### src/rtl/event_pkg.sv
// Shared definitions for the event round-robin scheduler.
//
// Contents:
//   EVT_MAX_CH  largest supported channel count
//   EVT_ID_W    index width wide enough for EVT_MAX_CH channels
//   evt_rec_t   one presented event: channel index plus level after the edge
//   rr_res_t    result of a round-robin search: found flag plus index
//   rr_next     round-robin search over a request vector
package event_pkg;

  localparam int EVT_MAX_CH = 16;
  localparam int EVT_ID_W   = 4;

  typedef struct packed {
    logic [EVT_ID_W-1:0] ch_id;
    logic                level;
  } evt_rec_t;

  typedef struct packed {
    logic                found;
    logic [EVT_ID_W-1:0] idx;
  } rr_res_t;

  // Search for the first set request strictly after ptr, wrapping around.
  // The request vector is zero-padded to EVT_MAX_CH, and padded bits are
  // never set. So wrapping modulo EVT_MAX_CH visits the real channels in
  // the same order as wrapping modulo the real channel count would.
  function automatic rr_res_t rr_next(input logic [EVT_MAX_CH-1:0] req,
                                      input logic [EVT_ID_W-1:0]   ptr);
    rr_res_t             res;
    logic [EVT_ID_W-1:0] cand;
    res = '0;
    for (int k = 1; k <= EVT_MAX_CH; k++) begin
      cand = ptr + EVT_ID_W'(k);
      if (!res.found && req[cand]) begin
        res.found = 1'b1;
        res.idx   = cand;
      end
    end
    return res;
  endfunction

endpackage

### src/rtl/rr_arbiter.sv
// Combinational round-robin arbiter.
//
// Ports:
//   req_i       request vector, one bit per channel
//   ptr_i       index of the last granted channel; the search starts after it
//   enable_i    when low, nothing is granted
//   grant_o     one-hot grant
//   grantIdx_o  binary index of the granted channel (0 when no grant)
//   anyGrant_o  a grant was issued
module rr_arbiter
  import event_pkg::*;
#(
  parameter int N  = 4,
  parameter int IW = $clog2(N)
) (
  input  logic [N-1:0]  req_i,
  input  logic [IW-1:0] ptr_i,
  input  logic          enable_i,
  output logic [N-1:0]  grant_o,
  output logic [IW-1:0] grantIdx_o,
  output logic          anyGrant_o
);

  rr_res_t res;
  logic    hit;

  // The range check on res.idx never removes a real grant. It keeps the
  // index provably below N when N is not a power of two.
  always_comb begin
    res        = rr_next(EVT_MAX_CH'(req_i), EVT_ID_W'(ptr_i));
    hit        = enable_i && res.found && (32'(res.idx) < N);
    anyGrant_o = hit;
    grantIdx_o = hit ? res.idx[IW-1:0] : '0;
    for (int i = 0; i < N; i++) begin
      grant_o[i] = hit && (32'(res.idx) == i);
    end
  end

endmodule

### src/rtl/event_rr_scheduler.sv
// Multi-channel event capture and round-robin scheduling controller.
// Each channel has an XOR edge detector. A detected edge is latched as a
// pending request and later presented on a single valid/ready output port.
//
// Ports:
//   clk         clock, all logic on the rising edge
//   reset_n     asynchronous active-low reset
//   i_Data      per-channel event lines, already synchronous to clk
//   i_Mask      1 = channel may capture new edges
//   i_Ready     downstream accepts the presented event
//   i_Ovf_Clr   pulse that clears all overflow bits
//   o_Valid     an event is presented
//   o_Ch_Id     channel index of the presented event
//   o_Level     i_Data level after the edge (1 = rising)
//   o_Overflow  sticky per-channel "edge lost" flags
module event_rr_scheduler
  import event_pkg::*;
#(
  parameter int N_CH = 4,
  parameter int ID_W = $clog2(N_CH)
) (
  input  logic            clk,
  input  logic            reset_n,
  input  logic [N_CH-1:0] i_Data,
  input  logic [N_CH-1:0] i_Mask,
  input  logic            i_Ready,
  input  logic            i_Ovf_Clr,
  output logic            o_Valid,
  output logic [ID_W-1:0] o_Ch_Id,
  output logic            o_Level,
  output logic [N_CH-1:0] o_Overflow
);

  logic [N_CH-1:0] dataFf_q;
  logic [N_CH-1:0] pending_q, pending_d;
  logic [N_CH-1:0] pendLvl_q, pendLvl_d;
  logic [N_CH-1:0] ovf_q, ovf_d;
  logic            valid_q, valid_d;
  logic [ID_W-1:0] chId_q, chId_d;
  logic            level_q, level_d;
  logic [ID_W-1:0] rrPtr_q, rrPtr_d;

  logic [N_CH-1:0] ev;
  logic [N_CH-1:0] keep;
  logic            slotFree;
  logic [N_CH-1:0] grantOh;
  logic [ID_W-1:0] grantIdx;
  logic            anyGrant;

  // A grant is issued only when the output slot can accept a new event.
  rr_arbiter #(
    .N  (N_CH),
    .IW (ID_W)
  ) uArb (
    .req_i      (pending_q),
    .ptr_i      (rrPtr_q),
    .enable_i   (slotFree),
    .grant_o    (grantOh),
    .grantIdx_o (grantIdx),
    .anyGrant_o (anyGrant)
  );

  always_comb begin
    ev       = (i_Data ^ dataFf_q) & i_Mask;
    slotFree = !valid_q || i_Ready;

    valid_d = valid_q;
    chId_d  = chId_q;
    level_d = level_q;
    rrPtr_d = rrPtr_q;
    if (slotFree) begin
      if (anyGrant) begin
        valid_d = 1'b1;
        chId_d  = grantIdx;
        level_d = pendLvl_q[grantIdx];
        rrPtr_d = grantIdx;
      end else begin
        valid_d = 1'b0;
      end
    end

    // keep = pending requests that survive this cycle. A new edge on a
    // surviving request is lost. A new edge on a channel being granted
    // takes over the freed slot with its own level.
    keep      = pending_q & ~grantOh;
    pending_d = keep | ev;
    for (int i = 0; i < N_CH; i++) begin
      pendLvl_d[i] = (ev[i] && !keep[i]) ? i_Data[i] : pendLvl_q[i];
    end

    // A new overflow on the same cycle as a clear must survive.
    ovf_d = (i_Ovf_Clr ? '0 : ovf_q) | (ev & keep);
  end

  always_ff @(posedge clk or negedge reset_n) begin
    if (!reset_n) begin
      dataFf_q  <= '0;
      pending_q <= '0;
      pendLvl_q <= '0;
      ovf_q     <= '0;
      valid_q   <= 1'b0;
      chId_q    <= '0;
      level_q   <= 1'b0;
      rrPtr_q   <= ID_W'(N_CH - 1);
    end else begin
      dataFf_q  <= i_Data;
      pending_q <= pending_d;
      pendLvl_q <= pendLvl_d;
      ovf_q     <= ovf_d;
      valid_q   <= valid_d;
      chId_q    <= chId_d;
      level_q   <= level_d;
      rrPtr_q   <= rrPtr_d;
    end
  end

  assign o_Valid    = valid_q;
  assign o_Ch_Id    = chId_q;
  assign o_Level    = level_q;
  assign o_Overflow = ovf_q;

endmodule

### config.mk
export PLATFORM = sky130hd
export DESIGN_NAME = event_rr_scheduler
export DESIGN_NICKNAME = d
export VERILOG_FILES = /design/src/rtl/event_pkg.sv /design/src/rtl/rr_arbiter.sv /design/src/rtl/event_rr_scheduler.sv
export SDC_FILE = /design/constraint.sdc
export NUM_CORES = 1
export LEC_CHECK = 0
export ABC_AREA = 1
export BUFFER_PORTS_ARGS = -buffer_cell sky130_fd_sc_hd__buf_2
export CAP_MARGIN = 5
export CORE_AREA = 2 2 56 58
export CTS_BUF_LIST = sky130_fd_sc_hd__clkbuf_4 sky130_fd_sc_hd__clkbuf_8
export DETAILED_ROUTE_END_ITERATION = 10
export DIE_AREA = 0 0 58 60
export PLACE_DENSITY_LB_ADDON = 0.08
export SYNTH_ARGS = -nofsm -noshare
export SYNTH_HDL_FRONTEND = slang
export SYNTH_HIERARCHICAL = 1
export SYNTH_SLANG_ARGS = --single-unit
### constraint.sdc
create_clock -name clk -period 2.3 [get_ports clk]
set_input_delay 0.69 -clock clk [delete_from_list [all_inputs] [get_ports clk]]
set_output_delay 0.69 -clock clk [all_outputs]
set_load 0.05 [all_outputs]
==> metrics.md <==
| Metric | Value |
|---|---|
| Status | completed |
| Worst-margin pin slew | around 0.48 ns |
| Top Ports | 20 |
| Max Cap Viol | 0 |
| Clk Latency, worst-skew pair | 0.31 ns |
| FF+latch count, synth | 22 |
| DP HPWL | 2.297 mm |
| PortBufs | 19 |
| Worst-path fanout max | 7 |
| Syn nets | around 200 |
| Crit path kind | flop to flop |
| YS warnings | 6 |
| Core area | roughly 2900 sq um |
| Worst path cell trace | clkinv_4 -> ha_4 -> nand3_2 -> nand3_4 -> nand2_4 -> nor2_8 -> nand3_2 -> nand2_2 -> inv_2 -> buf_4 -> buf_4 -> nand2_4 -> inv_2 -> nand2_1 -> nand2_1 |
| CP Capture Type | flop |
| Commonest cells post-synth | 58 x nand2_1, 33 x inv_1, 20 x dfrtp_1 |
| Layout cells sized above 1 | 0.3682 |
| Yosys top cell area share | 0.3503 |
| Root buf cell | clkbuf_4 |
| Final wirelength | roughly 3.1 mm |
| Max clock buf depth | 2 |
| Worst hold path type | primary input to async pin |
| Fmax | 435.9 MHz |
| Final hold viol count | 0 |
| Router iterations before antenna repair | 4 |
| Overflow after GRT | 0 |
| Total GRT Usage | 0.1843 |
| CP bufs+invs | 5 |
| Final Wtd Congestion | 0.9475 |
| Vias in the first global route | 1192 |
| CTS buffer count | 3 |
| Syn avg cell area | 7.641 sq um |
| First-pass GRT wire length | 4.940 mm |
| CTS tree | yes |
| Routed vias/inst | 4.988 |
| # DRC | 0 |
| Final period util | 0.9975 |
| Diode count | 0 |
| Main area contributors after synthesis | dfrtp_1 35%, nand2_1 15%, inv_1 8.7%, nand3_2 7.7%, nand4_1 4.8% |
| Sequential fraction of the synthesis area | 0.3870 |
| Synth Instances | 187 |
| Largest net degree at the start of global routing | 23 |
| Wire per inst | about 12 microns |
| DRC violation total after the first TritonRoute iteration | 22 |
| Post-synth EDFFs | 0 |
| Antenna-violating nets left | 0 |
| Area growth syn-to-layout | 23.82% |
| CTS Sinks | 22 |
| Final setup violating endpoints | 0 |
| Cell taking the most area after synthesis | dfrtp_1 |
| CTS H-tree lvls | 1 |
| Post-route cell area | 1769 sq um |
| DIE WIDTH | 58 microns |
| Yosys cell types | 23 |
| Post-placement cell area | 1582 sq um |
| CP max-delay cell | dfstp_2 |
| DIE HEIGHT | 60 microns |
| Num rows | 20 |
| Clk_skew | 0.009032 ns |
| Clock transition at the registers of the reported paths | 0.13 ns |
| Initial antenna violation count | 0 |
| Max-slew violations | 0 |
| Most common cell in the netlist | nand2_1 |
| WP data required | between 2 and 3 ns |
| Final Critical Period | 2.294 ns |
| Starting Density | 0.4922 |
| Nets@finish | about 240 |
| RSZ-0062 raised after global routing | true |
| CP delay by family, top | simple AND/OR/NAND/NOR gates |
| Max-slew headroom | 0.6816 |
| Die area | 3480 sq um |
| Crit path arrival time | ~2.5 ns |
| Vias | 1262 |
| Post-synth ARST share | 1.000 |
| Synth Flop Type | dfrtp_1 |
| Startpoint Class | flop |
| Crit path largest cell delay | 0.59 ns |
| Synth Cell Area | 1429 sq um |
-- per-stage QoR --
stage	worst slack (ns)	instances	utilization	hold slack [ns]	TNS, ns
after global routing	-0.1421	253	0.6095	0.3441	-1.082
after detailed placement	-0.02786	240	0.5448	0.4638	-0.06732
after CTS	0.008561	246	0.5634	0.3209	0
after floorplan	0.08716	187	-	0.3944	0
after global placement	-0.0005214	240	0.5448	0.4582	-0.0005214
final	0.005795	253	0.6095	0.3103	0
-- cells in the final DEF (no fill, tap or decap), drive strengths merged --
master,n
nand2,66
inv,39
buf,30
nand3,22
dfrtp,20
nor2,14
nand4,11
o22ai,4
clkbuf,4
o21ai,3
dfstp,2
clkinv,2
ha,2
o211ai,1
-- final timing paths --
| check | start | endpoint | slack (ns) | depth (start not counted) |
|---|---|---|---|---|
| setup / recovery | rrPtr_q[0]$_DFFE_PN1P_ | o_Ch_Id[1]$_DFFE_PN0P_ | 0.006 | 15 |
| hold / removal | reset_n | o_Valid$_DFFE_PN0P_ | 0.31 | 1 |
| setup reg to reg | rrPtr_q[0]$_DFFE_PN1P_ | o_Ch_Id[1]$_DFFE_PN0P_ | 0.006 | 15 |
| hold reg to reg | o_Level$_DFFE_PN0P_ | o_Level$_DFFE_PN0P_ | 0.49 | 2 |
| max in group asynchronous | reset_n | rrPtr_q[0]$_DFFE_PN1P_ | 1.64 | 1 |
| min in group clk | o_Level$_DFFE_PN0P_ | o_Level$_DFFE_PN0P_ | 0.49 | 2 |
-- layout make-up --
type                       count  area, sq um
sequential                    22        553.0
inverter                      41        163.9
fill                         272         1134
clock buffer                   4        36.28
tap                           33        41.29
multi-input combinational    123        793.3
timing repair buffer          30        181.4
-- sequential cells by signal (all words and copies together), names as in the netlist --
| name | flops |
|---|---|
| o_Valid | 1 |
| o_Level | 1 |
| o_Ch_Id | 2 |
| o_Overflow | 4 |
| dataFf_q | 4 |
| pendLvl_q | 4 |
| rrPtr_q | 2 |
| pending_q | 4 |
-- cell families after synthesis --
group	count (synthesis)	share of synthesized area
buffers and inverters	42	0.1191
AND/OR/NAND/NOR	113	0.4343
adder cells (fa/ha/maj)	2	0.01751
flip-flops	22	0.3870
AO/OA/AOI/OAI	8	0.04203
-- layer usage --
| metal | wire [microns] | global-route usage |
|---|---|---|
| met5 | 0 | 0 |
| met2 | 1738 | 0.3247 |
| met3 | 73 | 0.02597 |
| met1 | 1280 | 0.2192 |
| met4 | 34 | 0.09302 |
-- worst register-to-register path, cell delays in order, from the launching register on --
cell and delay [ns]:
dfstp_2 0.59, clkinv_4 0.06, ha_4 0.32, nand3_2 0.15, nand3_4 0.13, nand2_4 0.07
nor2_8 0.12, nand3_2 0.09, nand2_2 0.08, inv_2 0.06, buf_4 0.13, buf_4 0.13
nand2_4 0.09, inv_2 0.05, nand2_1 0.08, nand2_1 0.06
-- repair_timing --
| item | in CTS | in global routing |
|---|---|---|
| endpoints found under the hold margin | 0 | 0 |
| setup endpoints to repair | 4 | 14 |
| setup buffers | 2 | 7 |
| pin swaps | 0 | 13 |
| gates resized for setup | 1 | 21 |
| hold buffers | 0 | 0 |
Power is not shown: default switching activity piles up to over one toggle a cycle in this logic, so the estimate is an artifact.
